### config.mk
export PLATFORM = sky130hd
export DESIGN_NAME = mux_four_arbiter_flat
export DESIGN_NICKNAME = d
export VERILOG_FILES = /design/src/rtl/mux_four_arbiter_if.sv /design/src/rtl/mux_four_arbiter.sv /design/src/flat_wrapper.sv
export SDC_FILE = /design/constraint.sdc
export NUM_CORES = 1
export LEC_CHECK = 0
export BUFFER_PORTS_ARGS = -buffer_cell sky130_fd_sc_hd__buf_4
export CAP_MARGIN = 10
export CORE_MARGIN = 2
export CORE_UTILIZATION = 50
export CTS_CLUSTER_DIAMETER = 80
export DETAILED_ROUTE_END_ITERATION = 7
export GPL_ROUTABILITY_DRIVEN = 1
export PLACE_DENSITY = 0.8
export SLEW_MARGIN = 20
export SYNTH_ARGS = -nofsm -noshare
export SYNTH_HDL_FRONTEND = slang
export SYNTH_SLANG_ARGS = --single-unit
### constraint.sdc
create_clock -name i_clk -period 2.3 [get_ports i_clk]
set_input_delay 0.46 -clock i_clk [delete_from_list [all_inputs] [get_ports i_clk]]
set_output_delay 0.46 -clock i_clk [all_outputs]
set_load 0.02 [all_outputs]
### src/rtl/mux_four_arbiter_if.sv
// Bus between four requesting stages and the shared-resource arbiter.
//   req  : level request per requester (bit i = requester i)
//   sel  : 4:1 mux select, index of the current/last granted requester
//   gnt  : one-hot grant, all-zero when idle
//   done : one-hot pulse on the final cycle of an access
//   busy : high while a grant is active
// Modports: master = requesting side, slave = arbiter side.
interface mux_four_arbiter_if;
  logic [3:0] req;
  logic [1:0] sel;
  logic [3:0] gnt;
  logic [3:0] done;
  logic       busy;

  modport master (
    output req,
    input  sel,
    input  gnt,
    input  done,
    input  busy
  );

  modport slave (
    input  req,
    output sel,
    output gnt,
    output done,
    output busy
  );
endinterface

### src/rtl/mux_four_arbiter.sv
// Four-requester round-robin arbiter for a resource fed through a 4:1 mux.
// Each grant is non-preemptive and occupies the resource for LAT cycles.
//   LAT    : cycles per access, 1..15
//   i_clk  : rising-edge clock
//   i_rst  : synchronous active-high reset
//   io_bus : slave side of mux_four_arbiter_if (req in; sel/gnt/done/busy out)
module mux_four_arbiter #(
  parameter int unsigned LAT = 1
) (
  input  logic                i_clk,
  input  logic                i_rst,
  mux_four_arbiter_if.slave   io_bus
);

  typedef enum logic [0:0] {StIdle, StBusy} state_e;

  localparam logic [3:0] CntInit = 4'(LAT - 1);

  state_e     r_state;
  logic [1:0] r_ptr;
  logic [3:0] r_cnt;
  logic [1:0] r_idx;
  logic [3:0] r_gnt;

  state_e     w_state_nxt;
  logic [1:0] w_ptr_nxt;
  logic [3:0] w_cnt_nxt;
  logic [1:0] w_idx_nxt;
  logic [3:0] w_gnt_nxt;

  logic       w_last;
  logic       w_arb_en;
  logic [3:0] w_req_m;
  logic [7:0] w_rot8;
  logic [3:0] w_rot;
  logic       w_found;
  logic [1:0] w_off;
  logic [1:0] w_win;

  // Final cycle of an access: done fires and arbitration runs again.
  assign w_last   = (r_state == StBusy) && (r_cnt == 4'd0);
  assign w_arb_en = (r_state == StIdle) || w_last;

  // The requester finishing this cycle must not win again immediately.
  assign w_req_m = io_bus.req & ~(w_last ? r_gnt : 4'b0000);

  // Rotate so that bit 0 corresponds to the requester at ptr.
  assign w_rot8  = {w_req_m, w_req_m} >> r_ptr;
  assign w_rot   = w_rot8[3:0];
  assign w_found = |w_rot;

  always_comb begin
    w_off = 2'd3;
    if (w_rot[0]) begin
      w_off = 2'd0;
    end else if (w_rot[1]) begin
      w_off = 2'd1;
    end else if (w_rot[2]) begin
      w_off = 2'd2;
    end
  end

  assign w_win = r_ptr + w_off;

  always_comb begin
    w_state_nxt = r_state;
    w_ptr_nxt   = r_ptr;
    w_cnt_nxt   = r_cnt;
    w_idx_nxt   = r_idx;
    w_gnt_nxt   = r_gnt;

    if ((r_state == StBusy) && (r_cnt != 4'd0)) begin
      w_cnt_nxt = r_cnt - 4'd1;
    end

    if (w_last) begin
      w_ptr_nxt   = r_idx + 2'd1;
      w_state_nxt = StIdle;
      w_gnt_nxt   = 4'b0000;
    end

    // A new win overrides the end-of-access defaults, giving no bubble.
    if (w_arb_en && w_found) begin
      w_state_nxt = StBusy;
      w_idx_nxt   = w_win;
      w_gnt_nxt   = 4'b0001 << w_win;
      w_cnt_nxt   = CntInit;
    end
  end

  always_ff @(posedge i_clk) begin
    if (i_rst) begin
      r_state <= StIdle;
      r_ptr   <= 2'd0;
      r_cnt   <= 4'd0;
      r_idx   <= 2'd0;
      r_gnt   <= 4'b0000;
    end else begin
      r_state <= w_state_nxt;
      r_ptr   <= w_ptr_nxt;
      r_cnt   <= w_cnt_nxt;
      r_idx   <= w_idx_nxt;
      r_gnt   <= w_gnt_nxt;
    end
  end

  assign io_bus.sel  = r_idx;
  assign io_bus.gnt  = r_gnt;
  assign io_bus.busy = (r_state == StBusy);
  assign io_bus.done = w_last ? r_gnt : 4'b0000;

endmodule
### src/flat_wrapper.sv
// flat-port wrapper written by rule: the top's interface ports become plain ports
module mux_four_arbiter_flat 
#(
  parameter int unsigned LAT = 1
)
  (i_clk, i_rst, io_bus_req, io_bus_sel, io_bus_gnt, io_bus_done, io_bus_busy);
  mux_four_arbiter_if io_bus_i ();
  input  logic i_clk;
  input  logic i_rst;
  input wire logic [$bits(io_bus_i.req)-1:0] io_bus_req;
  output wire logic [$bits(io_bus_i.sel)-1:0] io_bus_sel;
  output wire logic [$bits(io_bus_i.gnt)-1:0] io_bus_gnt;
  output wire logic [$bits(io_bus_i.done)-1:0] io_bus_done;
  output wire logic [$bits(io_bus_i.busy)-1:0] io_bus_busy;
  assign io_bus_i.req = io_bus_req;
  assign io_bus_sel = io_bus_i.sel;
  assign io_bus_gnt = io_bus_i.gnt;
  assign io_bus_done = io_bus_i.done;
  assign io_bus_busy = io_bus_i.busy;
  mux_four_arbiter #(.LAT(LAT)) u_core (.i_clk(i_clk), .i_rst(i_rst), .io_bus(io_bus_i));
endmodule
-- Yosys cells after proc, flatten, opt, wreduce, memory -nomap -nowiden
Cells that the tools add are included.
- flip-flop bits (word level): 13
- input port bits: 6
- bitwise logic cells: 3
- reduce and logical (&&, ||, !) cells: 9
- $add $sub $neg: 3
- shift-type cells: 2
- mux-type cells: 8
- operators by type and width (cell ; number):
    $mux 4 ; 3
    $shr 8x2->4 ; 1
    $and 4x4->4 ; 1
    $logic_not 4->1 ; 1
    $mux 2 ; 2
    $not 4->4 ; 1
    $reduce_bool 4->1 ; 1
    $reduce_or 4->1 ; 1
    $shl 1x2->4 const A ; 1
    $sub 4x1->4 const B ; 1
    $logic_and 1x1->1 ; 3
    $mux 1 ; 3
    $add 2x1->2 const B ; 1
    $add 2x2->2 ; 1
    $reduce_bool 2->1 ; 1
    $reduce_or 2->1 ; 1
    $logic_or 1x1->1 ; 1
    $not 1->1 ; 1

-- Longest topological paths before layout
- depth in word-level cells: 12
- mapped depth: 12

-- Least setup slack after synthesis
OpenSTA, ideal clock, no wires.
- path kind: register -> register
- from: register u_core.r_cnt[0]
- to: register u_core.r_gnt[3], in the netlist u_core.io_bus.gnt[3]
- arrival: 1936 ps
- library setup time: 88 ps
- cell stages (with the launch flop): 12
- slack: 276 ps
- buffers on the path: 1
- period minus slack after synthesis: 2024 ps
- cells stage by stage: dfxtp_1 -> inv_1 -> ha_1 -> nand4bb_1 -> buf_6 -> o21ai_2 -> nor3b_1 -> o21ai_0 -> nand3_1 -> ha_1 -> xor2_1 -> o32ai_2
- word-level cells in the longest chain between the ends: 12
- elaborated cells on any way between the ends: 16
- RTL lines (item ; line ; RTL):
    start: declaration ; mux_four_arbiter.sv:21 ; logic [3:0] r_cnt;
    start signal: assignment ; mux_four_arbiter.sv:101 ; r_cnt <= w_cnt_nxt;
    $logic_not 4->1 * ; mux_four_arbiter.sv:41 ; assign w_last = (r_state == StBusy) && (r_cnt == 4'd0);
    $logic_and 1x1->1 * ; mux_four_arbiter.sv:41 ;
    $mux 4 ; mux_four_arbiter.sv:45 ; assign w_req_m = io_bus.req & ~(w_last ? r_gnt : 4'b0000);
    $not 4->4 ; mux_four_arbiter.sv:45 ;
    $and 4x4->4 ; mux_four_arbiter.sv:45 ;
    $shr 8x2->4 ; mux_four_arbiter.sv:48 ; assign w_rot8 = {w_req_m, w_req_m} >> r_ptr;
    $mux 1 ; mux_four_arbiter.sv:58 ; end else if (w_rot[2]) begin
    $mux 2 ; mux_four_arbiter.sv:56 ; end else if (w_rot[1]) begin
    $mux 2 ; mux_four_arbiter.sv:54 ; if (w_rot[0]) begin
    $add 2x2->2 ; mux_four_arbiter.sv:63 ; assign w_win = r_ptr + w_off;
    $shl 1x2->4 ; mux_four_arbiter.sv:86 ; w_gnt_nxt = 4'b0001 << w_win;
    $mux 4 ; mux_four_arbiter.sv:83 ; if (w_arb_en && w_found) begin
    end signal: assignment ; mux_four_arbiter.sv:103 ; r_gnt <= w_gnt_nxt;
    end: declaration ; mux_four_arbiter.sv:23 ; logic [3:0] r_gnt;
Every way passes the cells marked *; elsewhere a longest branch is shown, timed or not.
A chain may end at the register's enable or synchronous reset.

-- Worst setup path after layout
Same ends and word-level chain as after synthesis.

==> results.py <==
metrics = {
    "outcome": {
        "outcome": "finished, final reports clean",
    },
    "finish": {
        "syn_to_final_growth_pct": 26.03,
        "drive_above_1_share_pct": 42.06,
        "final_cell_mix": "18 x buf_4, 13 x nor2_1, 11 x dfxtp_1, 8 x inv_1",
        "nNetsFinal": 116,
        "final_util_pct": 67.14,
        "final_common_cell": "buf_4",
        "antenna_cells_inserted": 0,
        "fillCellCount": 120,
    },
    "global_route": {
        "grt_max_degree": 14,
        "grt_pass1_vias": 633,
        "antenna_found_initial": 0,
        "grt_overflow": 0,
        "track_usage_pct": 19.13,
        "grt_pass1_wl_um": 2677,
    },
    "sta": {
        "relSlewSlack_pct": 74.17,
        "fin_ws_ps": 123.3,
        "finalCriticalPeriod_ps": 2177,
        "skew_ps": 2.035,
        "fmax_mhz": 459.4,
        "finalSetupViolations": 0,
        "finalHoldViolations": 0,
        "slew_viol_final": 0,
        "finalCritPeriodShare_pct": 94.64,
        "worst_slew_pin_slew_ps": 384.9,
    },
    "setup_path": {
        "crit_path_start": "u_core.r_cnt[0]",
        "crit_path_end_kind": "register",
        "cp-start-kind": "register",
        "reg2reg_to": "u_core.io_bus.gnt[3]",
        "crit_fanout": 9,
        "reg2reg_setup_slack_ps": 120,
        "r2r_start": "u_core.r_cnt[0]",
        "cp_data_required_time_ps": 2490,
        "reg2reg_depth": 11,
        "critPathKind": "reg -> reg",
        "worstPathArrival_ps": 2360,
    },
    "logic_synthesis": {
        "ys_types": 31,
        "synth_nets": 95,
        "synth_ff_type": "dfxtp_1",
        "syn_area_um2": 793.3,
        "avgSynthCellArea_um2": 9.118,
        "synth_edf_count": 0,
        "ys_seq_elements": 13,
        "synthArstFlopShare_pct": 0,
        "syn-instance-count": 87,
        "yosysSeqAreaShare_pct": 32.81,
        "yosysWarningCount": 0,
    },
    "worst_hold_path": {
        "hp-start": "i_rst",
        "holdPathStages": 2,
        "min_path_type": "in -> reg",
        "min_to": "u_core.r_ptr[0]",
    },
    "pwr": {
        "p_int_uw": 426.1,
        "clock_power_share_pct": 20.9,
        "power.density_nw_per_um2": 666.5,
        "power_frac_seq_pct": 42.0,
        "p_total_uw": 666.3,
        "ir_drop_uv": 446.5,
        "p_comb_share_pct": 37.0,
        "switching_share_pct": 36.05,
        "p_leak_nw": 0.3730,
        "net-switching-power_uw": 240.2,
    },
    "drt": {
        "ant_nets": 0,
        "drt_wl_total_um": 1747,
        "drc_errors": 0,
        "num_vias": 717,
        "via_per_inst": 5.829,
        "wl_per_cell_um": 14.20,
        "drt_iter0_markers": 17,
        "first_pass_iters": 4,
    },
    "clocking": {
        "root_buffer": "clkbuf_4",
        "clock-sinks": 13,
        "cts_hold_buf": 0,
        "worstSkewPairLatency_ps": 270,
        "clockBufferDepth": 2,
        "clk_pin_slew_worst_paths_ps": 80,
        "htree_levels": 1,
        "cts_buffers": 3,
        "cts_tree": "yes",
    },
    "die": {
        "ios": 17,
        "core-area_um2": 1489,
        "start_util_pct": 53.28,
        "die-area_um2": 1921,
        "core.rowCount": 14,
        "die_y_um": 43.83,
        "die-width_um": 43.83,
    },
    "placed_design": {
        "pre_cts_ws_ps": 66.59,
        "place_hpwl_um": 1264,
        "gp_congestion": 0.8065,
        "io_buffers": 16,
    },
    "flow_run": {
        "maxCapViolCount": 0,
    },
}
worst max-delay path, cell delays in order, from the launching register on:
cell       delay [ps]
dfxtp_2           340
inv_1              50
ha_2              200
nand4bb_1         120
buf_6             170
o21ai_2           140
nor2_1             60
o211ai_1          200
nand3_1           110
ha_2              210
xor2_2            200
o32ai_2           280
power by group through the flow:
stage	Combinational (mW)	Clock [mW]	Sequential, mW
floorplan	0.140	0	0.299
global placement	0.227	0	0.283
detailed placement	0.230	0	0.284
CTS	0.232	0.143	0.279
global route	0.266	0.154	0.283
finish	0.247	0.139	0.280
area by class of cell:
type,count,area [um2],share of cell area [%]
repair buffers,19,146.4,14.64
clock buffers,4,26.28,2.628
well taps,16,20.02,2.003
inverters,8,30.03,3.004
multi-input cells,63,514.2,51.44
flip-flops and latches,13,262.8,26.28
synth_stat cells, drive strengths merged, types with 3 or more instances:
master  instances  share of area [%]
dfxtp          13                 33
nor2           14                6.9
o32ai           4                6.3
inv             8                3.8
xnor2           4                4.4
a21oi           3                1.9
a211oi          5                6.0
o21ai           8                7.9
nand2           3                1.4
nand2b          4                3.2
cells by family after synthesis:
group,count (synthesis),share of synthesized area (%)
flip-flops,13,32.81
AND/OR/NAND/NOR,29,20.82
AO/OA/AOI/OAI,26,30.44
buffers and inverters,11,6.152
XOR/XNOR,6,6.625
adder cells (fa/ha/maj),2,3.154
metal layers:
metal,part of all wire (%),up-vias,GRT usage [%]
met3,3.9,5,4.167
met2,51,18,32.06
li1,-,352,-
met4,2.2,0,12.12
met1,43,342,21.74
met5,0,-,0
metrics by stage:
stage | TNS [ps] | instance area [um2] | hold slack [ps] | cells
after floorplan | 0 | 793.3 | 504.1 | 87
after global placement | 0 | 929.6 | 509.9 | 118
after detailed placement | 0 | 929.6 | 518.8 | 118
after CTS | 0 | 955.9 | 448.1 | 122
after global routing | -71.55 | 999.7 | 458.1 | 123
final | 0 | 999.7 | 452.3 | 123
flip-flops by register name, indices dropped and copies added (netlist names):
name / flops
u_core.r_cnt: 4
u_core.io_bus.sel: 2
u_core.r_ptr: 2
u_core.io_bus.busy: 1
u_core.io_bus.gnt: 4
worst max path at each step:
stage	to	slack (ps)	cells past startpoint
after floorplan	u_core.io_bus.gnt[3]	280	11
after global placement	u_core.io_bus.sel[1]	130	11
after detailed placement	u_core.io_bus.gnt[3]	70	11
after CTS	u_core.io_bus.gnt[3]	20	11
after global routing	u_core.io_bus.gnt[3]	-30	11
final	u_core.io_bus.gnt[3]	120	11
repair_timing:
action / CTS / global route
gates resized for setup: 0 / 10
setup buffers: 0 / 1
endpoints found under the setup margin: 0 / 6
Note: power is estimated with default switching activity, not from simulation.
